## config.mk

```make
export PLATFORM = sky130hd
export DESIGN_NAME = prog_loader_flat
export DESIGN_NICKNAME = d
export VERILOG_FILES = /design/src/rtl/prog_loader_pkg.sv /design/src/rtl/prog_loader_if.sv /design/src/rtl/prog_loader.sv /design/src/flat_wrapper.sv
export SDC_FILE = /design/constraint.sdc
export NUM_CORES = 1
export LEC_CHECK = 0
export CAP_MARGIN = 5
export CORE_UTILIZATION = 25
export CTS_CLUSTER_DIAMETER = 40
export DETAILED_ROUTE_END_ITERATION = 6
export GPL_TIMING_DRIVEN = 1
export MAX_ROUTING_LAYER = met4
export PLACE_DENSITY = 0.56
export SYNTH_ARGS = -nofsm -noshare
export SYNTH_HDL_FRONTEND = slang
export SYNTH_SLANG_ARGS = --single-unit
```

## constraint.sdc

```tcl
create_clock -name clk -period 5.4 [get_ports clk]
set_input_delay 0.54 -clock clk [delete_from_list [all_inputs] [get_ports clk]]
set_output_delay 0.54 -clock clk [all_outputs]
set_load 0.02 [all_outputs]
```

## src/rtl/prog_loader_pkg.sv

```systemverilog
// Shared definitions for the program loader, core fetch path and data memory:
// loader FSM encodings and the instruction-memory mode encoding.
package prog_loader_pkg;

    typedef enum logic [2:0] {
        ST_IDLE  = 3'd0,
        ST_CLEAR = 3'd1,
        ST_LOAD  = 3'd2,
        ST_DRAIN = 3'd3,
        ST_RUN   = 3'd4,
        ST_ERR   = 3'd5
    } loader_state_t;

    localparam logic IM_MODE_READ  = 1'b1;
    localparam logic IM_MODE_WRITE = 1'b0;

endpackage

```

## src/rtl/prog_loader_if.sv

```systemverilog
// Valid/ready word stream carrying a program image into the loader.
interface prog_loader_if #(
    parameter int DATA_W = 32
) ();

    logic              s_valid;
    logic [DATA_W-1:0] s_data;
    logic              s_last;
    logic              s_ready;

    modport master (output s_valid, s_data, s_last, input s_ready);
    modport slave  (input s_valid, s_data, s_last, output s_ready);

endinterface

```

## src/rtl/prog_loader.sv

```systemverilog
// Streams a program into instruction memory, then releases the core via core_run.
// Every output is a register loaded from the next-state decode.
module prog_loader
    import prog_loader_pkg::*;
#(
    parameter int ADDR_W = 5,
    parameter int DATA_W = 32,
    parameter int DEPTH  = 32
) (
    input  logic              clk,
    input  logic              reset,
    input  logic              load_req,
    prog_loader_if.slave      s,
    output logic              im_reset,
    output logic              im_we,
    output logic              im_mode,
    output logic [ADDR_W-1:0] im_addr,
    output logic [DATA_W-1:0] im_din,
    output logic              core_run,
    output logic              load_err,
    output logic [ADDR_W:0]   word_count
);

    localparam logic [ADDR_W-1:0] LAST_PTR = ADDR_W'(DEPTH - 1);

    loader_state_t     state, state_d;
    logic [ADDR_W-1:0] ptr;
    logic              beat;

    always_ff @(posedge clk or posedge reset) begin
        if (reset) begin
            state <= ST_IDLE;
        end else begin
            state <= state_d;
        end
    end

    // load_req pre-empts every state but CLEAR, so a coincident beat is never accepted.
    always_comb begin
        state_d = state;
        beat    = 1'b0;
        if (load_req && state != ST_CLEAR) begin
            state_d = ST_CLEAR;
        end else begin
            case (state)
                ST_IDLE:  state_d = ST_IDLE;
                ST_CLEAR: state_d = ST_LOAD;
                ST_LOAD: begin
                    if (s.s_valid && s.s_ready) begin
                        beat = 1'b1;
                        if (s.s_last) begin
                            state_d = ST_DRAIN;
                        end else if (ptr == LAST_PTR) begin
                            state_d = ST_ERR;
                        end
                    end
                end
                ST_DRAIN: state_d = ST_RUN;
                ST_RUN:   state_d = ST_RUN;
                ST_ERR:   state_d = ST_ERR;
                default:  state_d = ST_IDLE;
            endcase
        end
    end

    always_ff @(posedge clk or posedge reset) begin
        if (reset) begin
            s.s_ready  <= 1'b0;
            im_reset   <= 1'b0;
            im_we      <= 1'b0;
            im_mode    <= IM_MODE_READ;
            im_addr    <= '0;
            im_din     <= '0;
            core_run   <= 1'b0;
            load_err   <= 1'b0;
            word_count <= '0;
            ptr        <= '0;
        end else begin
            s.s_ready <= (state_d == ST_LOAD);
            im_reset  <= (state_d == ST_CLEAR);
            core_run  <= (state_d == ST_RUN);
            im_we     <= beat;
            im_mode   <= beat ? IM_MODE_WRITE : IM_MODE_READ;

            if (state_d == ST_CLEAR) begin
                ptr        <= '0;
                word_count <= '0;
                load_err   <= 1'b0;
            end else begin
                if (beat) begin
                    im_addr    <= ptr;
                    im_din     <= s.s_data;
                    word_count <= word_count + 1'b1;
                    // The pointer saturates at the top word; overflow goes to ERR instead.
                    if (ptr != LAST_PTR) begin
                        ptr <= ptr + 1'b1;
                    end
                end
                if (state_d == ST_ERR) begin
                    load_err <= 1'b1;
                end
            end
        end
    end

endmodule

```

## src/flat_wrapper.sv

```systemverilog
// flat-port wrapper written by rule: the top's interface ports become plain ports
module prog_loader_flat import prog_loader_pkg::*;
#(
    parameter int ADDR_W = 5,
    parameter int DATA_W = 32,
    parameter int DEPTH  = 32
)
  (clk, reset, load_req, im_reset, im_we, im_mode, im_addr, im_din, core_run, load_err, word_count, s_s_valid, s_s_data, s_s_last, s_s_ready);
  prog_loader_if #(.DATA_W(DATA_W)) s_i ();
  input  logic clk;
  input  logic reset;
  input  logic load_req;
  output logic im_reset;
  output logic im_we;
  output logic im_mode;
  output logic [ADDR_W-1:0] im_addr;
  output logic [DATA_W-1:0] im_din;
  output logic core_run;
  output logic load_err;
  output logic [ADDR_W:0] word_count;
  input wire logic [$bits(s_i.s_valid)-1:0] s_s_valid;
  input wire logic [$bits(s_i.s_data)-1:0] s_s_data;
  input wire logic [$bits(s_i.s_last)-1:0] s_s_last;
  output wire logic [$bits(s_i.s_ready)-1:0] s_s_ready;
  assign s_i.s_valid = s_s_valid;
  assign s_i.s_data = s_s_data;
  assign s_i.s_last = s_s_last;
  assign s_s_ready = s_i.s_ready;
  prog_loader #(.ADDR_W(ADDR_W), .DATA_W(DATA_W), .DEPTH(DEPTH)) u_core (.clk(clk), .reset(reset), .load_req(load_req), .s(s_i), .im_reset(im_reset), .im_we(im_we), .im_mode(im_mode), .im_addr(im_addr), .im_din(im_din), .core_run(core_run), .load_err(load_err), .word_count(word_count));
endmodule
```

==> impl_metrics.py <==
metrics = {
    "worst_setup_path": {
        "worst_setup_path_class": "input port to flop",
        "worst_setup_path_end_kind": "flop",
        "crit_start": "s_s_valid",
        "cp_data_required_time_ns": 5.61,
        "largest_fanout_on_the_critical_path": 45,
        "timing.critical_path.arrival_ns": 2.69,
        "r2r_end": "u_core.word_count[2]",
        "worst-r2r-setup-slack_ns": 3.18,
        "ff2ff_path_depth": 6,
        "reg2reg_from": "u_core.state[0]",
        "crit_path_start_kind": "input port",
        "timing.critical_path.slowest_cell_delay_ns": 0.56,
        "critical-path-slowest-cell": "inv_2",
        "timing.critical_path.cells": "clkdlybuf4s50_1 -> nand4b_4 -> or3_1 -> buf_4 -> inv_2 -> nand2_1 -> mux2i_1",
    },
    "worst_hold_path": {
        "worstHoldPathCells": 2,
        "terminating_pin_of_the_worst_hold_path": "u_core.im_din[5]",
        "min-delay-start": "u_core.im_din[5]",
        "hold_path_class": "flop to flop",
    },
    "clock_network": {
        "clock_tree.htree_level_count": 3,
        "clk_latency_ns": 0.33,
        "clock_sink_count": 57,
        "cts.path.max_buffers": 2,
        "postCtsResizedCells": 0,
        "buffers_inserted_during_post_cts_setup_optimization": 0,
        "numCtsBuffers": 9,
        "cts_hold_buf": 0,
        "cts.clk_slew.worst_paths_ns": 0.06,
        "clock-root-buffer": "clkbuf_8",
        "tritoncts": "yes",
    },
    "cells_and_area": {
        "mostFrequentLayoutCell": "nand2_1",
        "layout_cell_share_with_drive_strength_beyond_1": 0.0653,
        "most-common-layout-cells": "nand2_1, clkdlybuf4s50_1, dfrtp_1, clkbuf_8, nor2_1",
        "post_route_core_utilization": 0.393,
        "final_net_count": 372,
        "fillCellCount": 887,
        "final_design_area_no_fill_sq_mm": 0.00346,
        "layout-area-overhead-vs-synth_pct": 50.3,
        "insertedDiodeCount": 0,
    },
    "flow_run": {
        "max_cap_check_violation_count": 0,
    },
    "pwr": {
        "power.static_leakage_uw": 0.00168,
        "pwr_density_cell_mw_per_mm2": 408,
        "ir_worst_vdd_mv": 0.170,
        "power.total_uw": 1410,
    },
    "global_routing": {
        "global_route.overflow_total": 0,
        "antenna_violations_before_repair": 0,
        "vias_in_the_first_global_route": 1885,
        "gr-usage-all-layers": 0.127,
        "grt_start_max_net_pins": 58,
        "grt_pass1_wl_mm": 9.20,
    },
    "die": {
        "placeableCoreArea_sq_mm": 0.00881,
        "die_height_um": 97.9,
        "design.portCount": 86,
        "initial_core_util": 0.261,
        "die_w_um": 97.9,
        "row_count": 34,
        "area_of_the_die_sq_mm": 0.00959,
    },
    "drt": {
        "drc": 7,
        "dr_total_vias": 1903,
        "detail_route.wl_per_cell_um": 12.2,
        "initialDrtViolationCount": 80,
        "drtPass1Iterations": 7,
        "viasPerCell": 4.28,
        "drt.antenna.violating_nets": 0,
        "routed_wirelength_mm": 5.45,
    },
    "synth": {
        "synth_cells": 245,
        "synth.ff_latch_count": 57,
        "synthesis.area_per_instance_sq_um": 9.39,
        "ys_warn_count": 0,
        "seq_area_frac_synth": 0.621,
        "syn_nets": 285,
        "netlist_area_sq_mm": 0.00230,
        "synthDistinctLibCells": 29,
    },
    "timing": {
        "layout_min_cycle_time_ns": 2.47,
        "fmax_mhz": 405,
        "final.setup.tns_ns": 0,
        "min_period_over_period": 0.458,
        "finalWorstSetupSlack_ns": 2.93,
        "fin_worst_skew_ns": 0.00645,
        "transition_time_at_the_pin_with_the_least_slew_margin_ns": 0.723,
        "maxSlewHeadroom": 0.518,
        "maxSlewViolCount": 0,
        "report.final.hold_viol_count": 0,
        "unrepaired_setup_endpoints_after_global_routing": "no",
        "setup_viol_count_final": 0,
    },
    "placement": {
        "place.detailed.hpwl_mm": 3.55,
        "dp_worst_setup_slack_ns": 2.54,
        "placedInstanceArea_sq_mm": 0.00325,
        "place.port_buffers": 85,
        "gp_congestion": 0.748,
    },
    "status": {
        "status": "finished, violations left",
        "failed_checks": "DRC",
    },
}
## per-layer routing
metal,track usage,part of all wire
met1,0.152,0.47
met2,0.194,0.45
met3,0.0551,0.073
met4,0.0385,0.010
met5,-,0
## power by group
part / switching [uW] / internal [uW]
sequential: 59.7 / 516
clock: 160 / 251
combinational: 221 / 204
total: 440 / 971
## worst max path at each step
stage,end,slack (ns),depth (start not counted)
floorplan,u_core.ptr[1],3.42,7
global placement,u_core.word_count[2],2.55,7
detailed placement,u_core.word_count[2],2.54,7
CTS,u_core.word_count[2],2.90,7
global route,u_core.word_count[2],2.79,7
finish,u_core.word_count[2],2.93,7
## layout make-up
type	instances	area (sq um)	share of cell area
clock inverter	2	35.0	0.0101
tap	108	135	0.0391
clock buffer	14	173	0.0499
multi-input combinational	172	802	0.232
timing repair buffer	87	866	0.250
sequential	57	1430	0.413
inverter	5	18.8	0.00543
## through the flow
stage	hold WS, ns	cells
floorplan	0.461	245
global placement	0.457	429
detailed placement	0.461	429
CTS	0.475	445
global route	0.495	445
finish	0.470	445
## sequential cells by signal, indices dropped and copies added, names as in the netlist, 3 cells and up
name               flops
u_core.im_addr         5
u_core.im_din         32
u_core.ptr             5
u_core.state           3
u_core.word_count      6
## logic make-up (layout without fill, tap and decap cells)
| family | Yosys count | count (layout) | share of synthesized area |
|---|---|---|---|
| adder cells (fa/ha/maj) | 3 | 3 | 0.0163 |
| XOR/XNOR | 5 | 5 | 0.0190 |
| multiplexers | 2 | 2 | 0.00871 |
| AND/OR/NAND/NOR | 151 | 151 | 0.279 |
| flip-flops | 57 | 57 | 0.621 |
| AO/OA/AOI/OAI | 11 | 11 | 0.0261 |
| buffers and inverters | 16 | 108 | 0.0305 |
## critical path: cells and delay by family
family	cells	cell delay [ns]
mux	1	0.14
buf+inv	3	1.36
simple gates	3	0.62
## synthesized netlist by cell type
library cell,number,area (sq um)
dfstp_2,1,26.3
mux2i_1,2,20.0
and3_1,1,6.26
nor2b_1,1,6.26
a21oi_1,4,20.0
buf_1,1,3.75
a211oi_1,1,7.51
nor3b_1,1,7.51
or3_1,3,18.8
nand2b_1,1,6.26
and4b_1,1,10.0
xnor2_1,5,43.8
inv_1,4,15.0
inv_2,1,3.75
nor3_1,4,20.0
dfrtp_1,56,1400
o21a_1,1,7.51
buf_4,1,7.51
ha_1,3,37.5
nor4b_1,1,8.76
or2_2,2,12.5
nor2_1,9,33.8
nand2_1,118,443
o21ai_0,5,25.0
nor4_1,3,18.8
nand4b_4,1,23.8
nand3_1,5,25.0
buf_2,5,25.0
clkbuf_1,4,15.0
Note: power is estimated with default switching activity, not from simulation.
